`config.mk`:
```
export PLATFORM = sky130hd
export DESIGN_NAME = serial_mod_sub
export DESIGN_NICKNAME = d
export VERILOG_FILES = /design/src/rtl/serial_mod_sub.sv
export SDC_FILE = /design/constraint.sdc
export NUM_CORES = 1
export LEC_CHECK = 0
export BUFFER_PORTS_ARGS = -buffer_cell sky130_fd_sc_hd__buf_4
export CAP_MARGIN = 20
export CORE_ASPECT_RATIO = 1.4
export CORE_MARGIN = 5
export CORE_UTILIZATION = 53
export DETAILED_ROUTE_END_ITERATION = 16
export GPL_TIMING_DRIVEN = 1
export PLACE_DENSITY = 0.84
export SLEW_MARGIN = 10
export SYNTH_ARGS = -nofsm -noshare
export SYNTH_HDL_FRONTEND = slang
export SYNTH_SLANG_ARGS = --single-unit
```
`constraint.sdc`:
```
create_clock -name clk -period 3.5 [get_ports clk]
set_clock_uncertainty 0.2 [all_clocks]
set_input_delay 0.175 -clock clk [delete_from_list [all_inputs] [get_ports clk]]
set_output_delay 0.175 -clock clk [all_outputs]
set_load 0.05 [all_outputs]
```
`src/rtl/serial_mod_sub.sv`:
```
// Bit-serial modular subtractor: d = (a - b) mod MODULUS, LSB first, one bit per clock.
// A subtract pass forms a + ~b + 1; a borrow triggers one correction pass adding MODULUS.
module serial_mod_sub #(
   parameter int unsigned WIDTH   = 12,
   parameter int unsigned MODULUS = 3329
) (
   input  logic             clk,
   input  logic             rst_n,
   input  logic             in_valid,
   output logic             in_ready,
   input  logic [WIDTH-1:0] a,
   input  logic [WIDTH-1:0] b,
   output logic             out_valid,
   input  logic             out_ready,
   output logic [WIDTH-1:0] d,
   output logic             busy
);

   localparam int unsigned CNT_W = $clog2(WIDTH) + 1;
   localparam logic [CNT_W-1:0] CNT_LAST = CNT_W'(WIDTH - 1);
   localparam logic [WIDTH-1:0] MOD_W    = WIDTH'(MODULUS);

   typedef enum logic [1:0] {
      S_IDLE = 2'd0,
      S_SUB  = 2'd1,
      S_CORR = 2'd2,
      S_DONE = 2'd3
   } state_e;

   state_e             state_q, state_d;
   logic [WIDTH-1:0]   sha_q, sha_d;
   logic [WIDTH-1:0]   shb_q, shb_d;
   logic [WIDTH-1:0]   res_q, res_d;
   logic [WIDTH-1:0]   d_q, d_d;
   logic [CNT_W-1:0]   cnt_q, cnt_d;
   logic               carry_q, carry_d;
   logic               in_ready_q, in_ready_d;
   logic               out_valid_q, out_valid_d;
   logic               busy_q, busy_d;

   logic               fa_x, fa_y, fa_h1, fa_c1, fa_c2, fa_sum, fa_cout;
   logic [WIDTH-1:0]   res_shift;

   // Single full-adder slice built from two half adders and an OR
   assign fa_x      = sha_q[0];
   assign fa_y      = shb_q[0];
   assign fa_h1     = fa_x ^ fa_y;
   assign fa_c1     = fa_x & fa_y;
   assign fa_sum    = fa_h1 ^ carry_q;
   assign fa_c2     = fa_h1 & carry_q;
   assign fa_cout   = fa_c1 | fa_c2;
   assign res_shift = {fa_sum, res_q[WIDTH-1:1]};

   assign in_ready  = in_ready_q;
   assign out_valid = out_valid_q;
   assign busy      = busy_q;
   assign d         = d_q;

   // Next-state, datapath and registered-output decode
   always_comb begin
      state_d   = state_q;
      sha_d     = sha_q;
      shb_d     = shb_q;
      res_d     = res_q;
      d_d       = d_q;
      cnt_d     = cnt_q;
      carry_d   = carry_q;

      case (state_q)
         S_IDLE: begin
            if (in_valid && in_ready_q) begin
               sha_d   = a;
               shb_d   = ~b;
               carry_d = 1'b1;
               cnt_d   = '0;
               state_d = S_SUB;
            end
         end
         S_SUB, S_CORR: begin
            sha_d   = sha_q >> 1;
            shb_d   = shb_q >> 1;
            res_d   = res_shift;
            carry_d = fa_cout;
            cnt_d   = cnt_q + CNT_W'(1);
            if (cnt_q == CNT_LAST) begin
               cnt_d = '0;
               if ((state_q == S_SUB) && !fa_cout) begin
                  // Borrow: wrapped difference goes back through the adder with MODULUS
                  sha_d   = res_shift;
                  shb_d   = MOD_W;
                  carry_d = 1'b0;
                  state_d = S_CORR;
               end else begin
                  d_d     = res_shift;
                  state_d = S_DONE;
               end
            end
         end
         S_DONE: begin
            if (out_ready) begin
               cnt_d   = '0;
               state_d = S_IDLE;
            end
         end
         default: state_d = S_IDLE;
      endcase

      in_ready_d  = (state_d == S_IDLE);
      out_valid_d = (state_d == S_DONE);
      busy_d      = (state_d == S_SUB) || (state_d == S_CORR);
   end

   // State, datapath and output registers
   always_ff @(posedge clk or negedge rst_n) begin
      if (!rst_n) begin
         state_q     <= S_IDLE;
         sha_q       <= '0;
         shb_q       <= '0;
         res_q       <= '0;
         d_q         <= '0;
         cnt_q       <= '0;
         carry_q     <= 1'b0;
         in_ready_q  <= 1'b1;
         out_valid_q <= 1'b0;
         busy_q      <= 1'b0;
      end else begin
         state_q     <= state_d;
         sha_q       <= sha_d;
         shb_q       <= shb_d;
         res_q       <= res_d;
         d_q         <= d_d;
         cnt_q       <= cnt_d;
         carry_q     <= carry_d;
         in_ready_q  <= in_ready_d;
         out_valid_q <= out_valid_d;
         busy_q      <= busy_d;
      end
   end

endmodule

```
== Word level (Yosys, flattened, before mapping) ==
Cells that the tools add are included.
Operators by class
  add/subtract/negate cells: 1
  $mul: 0
  divide/modulo/power cells: 0
  $lt $le $gt $ge: 0
  equal/unequal tests: 9
  shift-type cells: 0
  multiplexer cells: 21
  bitwise gates (word level): 7
  reductions and logical operators: 11
Operators by type and width (count)
  12-bit 2-to-1 mux: 6
  12-bit case mux with 2 select lines: 2
  5-bit 2-to-1 mux: 3
  5-bit case mux with 3 select lines: 1
  12-bit NOT: 1
  2-bit == test, second input constant: 4
  2-bit 2-to-1 mux: 3
  2-bit case mux with 3 select lines: 1
  5-bit by 1-bit adder with 5-bit output, second input constant: 1
  5-bit by 4-bit == test with 1-bit output, second input constant: 1
  2-bit by 1-bit == test with 1-bit output, second input constant: 2
  2-bit logical NOT: 2
  1-bit 2-to-1 mux: 4
  2-bit != test, second input constant: 2
  2-bit AND reduction: 2
  3-bit AND reduction: 1
  1-bit bitwise AND: 2
  1-bit logical AND: 2
  1-bit case mux with 2 select lines: 1
  2-bit nonzero test: 1
  2-bit OR reduction: 1
  1-bit bitwise XOR: 2
  1-bit logical NOT: 1
  1-bit logical OR: 1
  2 further kinds: 2
Word-level totals
  bits in registers: 59
  bits in latches: 0
  bits in writable memories: 0
  bits in read-only memories: 0
  bits of input ports: 28
  memories: 0

== Depth between registers and ports, before layout ==
  word-level depth: 10
  mapped depth: 8

== Worst setup path before layout ==
Ideal clock, no wire load.
  path type: register -> register
  start: register state_q[1]
  end: register d_q[10] (netlist: d[10])
  arrival: 1.651 ns
  data required time: 3.172 ns
  setup slack: 1.521 ns
  stages on the path, launching flop included: 8
  period minus slack after synthesis: 1.979 ns
  path through: dfrtp_1 inv_1 ha_1 buf_2 a21boi_2 nand2_2 buf_2 mux2_1
Between the ends
  cells in the longest elaborated chain, start to end: 4
RTL lines
  start: declaration: line 30  | state_e state_q, state_d;
  start signal: assignment: line 127  | state_q <= state_d;
  2-bit by 1-bit == test with 1-bit output: line 69, 87
  1-bit logical AND: line 87  | if ((state_q == S_SUB) && !fa_cout) begin
  1-bit NOT (no line)
  3-bit AND reduction (no line) (*)
  end signal: assignment: line 120  | d_q <= '0;
  end signal: assignment: line 131  | d_q <= d_d;
  end: declaration: line 34  | logic [WIDTH-1:0] d_q, d_d;
Mark *: on every way between the ends. The rest lies on a longest branch, timed or not.
A chain may end at the register's enable or synchronous reset.

== Worst setup path in the final report ==
  start: register state_q[1]
  end: register shb_q[10]
Between the ends
  cells in the longest elaborated chain, start to end: 5
RTL lines
  2-bit by 1-bit == test with 1-bit output: line 69, 87
  1-bit logical AND: line 87
  12-bit 2-to-1 mux: line 87
  12-bit 2-to-1 mux: line 85  | if (cnt_q == CNT_LAST) begin
  12-bit case mux with 2 select lines: line 69  | case (state_q)
  end signal: assignment: line 118  | shb_q <= '0;
  end signal: assignment: line 129  | shb_q <= shb_d;
  end: declaration: line 32  | logic [WIDTH-1:0] shb_q, shb_d;
Parallel ways exist; a longest one is shown, timed or not.

==> out/metrics.yaml <==
clock_network:
  cts_sinks: 58
  postCtsSetupBuffers: 0
  cts_hold_buf: 22
  cts_resized: 0
  clock_path_buffers: 2
  ctsRootBufferMaster: "clkbuf_8"
  cts_tree: "yes"
  cts-htree-levels: 3
  cts_made_buffers: 9
  clk_pin_slew_ns: 0.06
  insertion_delay_ns: 0.34
critical_path:
  r2r_cells: 6
  cp_slowest_stage_delay_ns: 0.76
  r2r_end: "shb_q[10]"
  critical_path.endpoint_type: "flip-flop"
  worstSetupStartpoint: "state_q[1]"
  cp_cell_sequence: "inv_1, ha_2, o21a_1, buf_4, nor2_1, a21oi_1"
  crit_path_max_fanout: 35
  arrival_ns: 2.79
  r2r_slack_ns: 0.77
  startpoint_type: "flip-flop"
  critPathCapture: "shb_q[10]"
  rr_startpoint: "state_q[1]"
  cp_slowest_cell: "o21a_1"
  critPathRequiredTime_ns: 3.56
  critPathKind: "reg2reg"
power:
  p_per_area_nw_per_um2: 1080
  ir_drop_mv: 0.7363
  p_leak_nw: 1.575
  power_mw: 3.744
logic_synthesis:
  synth_warnings: 0
  synth_nets: 307
  ys_ff_latch: 58
  synth_area_per_cell_um2: 10.06
  dominantRegCellSynth: "dfrtp_1"
  synth-seq-area-share_pct: 52.92
  post_synth_num_cell_types: 42
  syn_area_um2: 2745
  syn_inst: 273
  synth_edf_count: 0
  async_reset_ff_share_pct: 100.0
timing:
  grt_setup_unrepaired: "false"
  fin_tns_setup_ns: 0
  max_freq_ghz: 0.3656
  finalCritPeriodShare_pct: 78.14
  slew_headroom_pct: 44.90
  hold_slack_ns: 0.01000
  final-hold-violation-count: 0
  final_max_slew_viol_count: 0
  setup_viol: 0
  timing.final.ws_setup_ns: 0.7651
  finalCriticalPeriod_ns: 2.735
  worstMarginPinSlew_ns: 0.8265
floorplan:
  io_pins: 43
  rows: 31
  die_area_um2: 6739
  die_x_um: 70.83
  die_y_um: 95.16
  design.core.area_um2: 5120
  initial_utilization_pct: 53.62
route:
  dr.pass1.iters: 6
  finalWirelength_mm: 6.309
  wl_met3_um: 355
  top_layer: "met4"
  drc: 0
  wl_met1_mm: 2.541
  viasPerCell: 5.643
  ant_nets: 0
  met2_wirelength_mm: 3.272
  vias: 2257
  wire_per_inst_um: 15.77
  drt_iter0_drc: 208
cells_and_area:
  multiInputGateArea_um2: 1184
  n_antenna_cell: 0
  regArea_um2: 1453
  final_cell_mix: "57 x dfrtp_1, 44 x buf_4, 25 x a21oi_1"
  nFillCells: 392
  layout_commonest_cell: "dfrtp_1"
  drive_gt1_share_pct: 21.86
  nNetsFinal: 365
  areaGrowthSynthToFinish_pct: 26.34
placement:
  preCtsSetupSlack_ns: 0.8119
  dp_hpwl_mm: 3.986
  portBuffers: 42
  place_congestion: 0.7983
global_route:
  grt_pass1_wl_mm: 10.83
  first_global_vias: 2287
  grtUsageTotal_pct: 20.79
  antenna_found_initial: 0
  grt_max_degree: 59
  overflow: 0
run_status:
  outcome: "complete, no violations"
run:
  max_cap_violations: 0
min_path:
  hold_class: "in2reg"
-- synthesized netlist by cell type (2+ instances only) --
library cell	number	share of area (%)
o21a_1	2	0.55
inv_1	6	0.82
mux2_1	11	4.5
nand2_1	20	2.7
a22o_1	2	0.64
buf_2	8	1.5
nand3_1	15	2.7
nor2_1	23	3.1
ha_1	5	2.3
clkbuf_1	8	1.1
buf_1	2	0.27
o22ai_1	2	0.46
o31ai_1	3	0.82
o21ai_0	20	3.6
a31oi_1	10	2.3
a21oi_1	25	4.6
o21ai_1	20	3.6
dfrtp_1	57	52
mux2_2	10	4.1
and3_1	2	0.46
-- cell type report --
| class | count | share of cell area (%) |
|---|---|---|
| sequential | 58 | 41.88 |
| multi-input combinational | 189 | 34.13 |
| timing repair buffer | 66 | 15.87 |
| clock buffer | 10 | 3.680 |
| tap | 66 | 2.381 |
| clock inverter | 4 | 1.299 |
| inverter | 7 | 0.7576 |
-- logic make-up after synthesis --
logic type               synth area share (%)
adder cells (fa/ha/maj)                 3.008
flip-flops                              52.92
multiplexers                            8.615
XOR/XNOR                               0.3191
buffers and inverters                   4.057
AND/OR/NAND/NOR                         11.62
AO/OA/AOI/OAI                           19.46
-- layer usage --
| metal | global-route usage, % | up-vias |
|---|---|---|
| met3 | 4.114 | 16 |
| met5 | 0 | - |
| li1 | - | 1081 |
| met4 | 10.82 | 0 |
| met2 | 35.22 | 67 |
| met1 | 25.05 | 1093 |
-- how the worst min path moves through the flow --
stage,cells after the start,end,start,slack [ns]
2_1_floorplan,0,busy,rst_n,-0.32
3_5_place_dp,1,res_q[6],rst_n,0.08
4_1_cts,4,sha_q[11],a[11],0.008
5_1_grt,4,sha_q[11],a[11],0.03
3_3_place_gp,1,d[5],rst_n,0.07
6_report,4,sha_q[11],a[11],0.01
-- sequential cells by signal, indices dropped and copies added (netlist names), 2 cells and up --
name     flops
state_q      2
sha_q       12
d           12
res_q       11
shb_q       12
cnt_q        5
-- critical path: cells and delay by family (launching register included) --
kind / cells / cell delay [ns]
AOI/OAI and AO/OA: 2 / 0.89
adders and majority gates: 1 / 0.69
buffers and inverters: 2 / 0.41
DFF: 1 / 0.40
and+or+nand+nor: 1 / 0.06
-- metrics by stage --
stage                     area, um2  cells  util [%]
after floorplan                2745    273         -
after global placement         3075    364     60.07
after detailed placement       3075    364     60.07
after CTS                      3468    400     67.74
after global routing           3468    400     67.74
final                          3468    400     67.74
-- report_power, final --
| group | total (mW) | leakage, nW | internal, mW | switching, mW |
|---|---|---|---|---|
| Sequential | 1.23 | 0.705 | 1.01 | 0.213 |
| Combinational | 1.96 | 0.778 | 0.773 | 1.18 |
| Clock | 0.564 | 0.0918 | 0.317 | 0.247 |
| Total | 3.74 | 1.57 | 2.10 | 1.64 |
(Power assumes the default switching activity.)
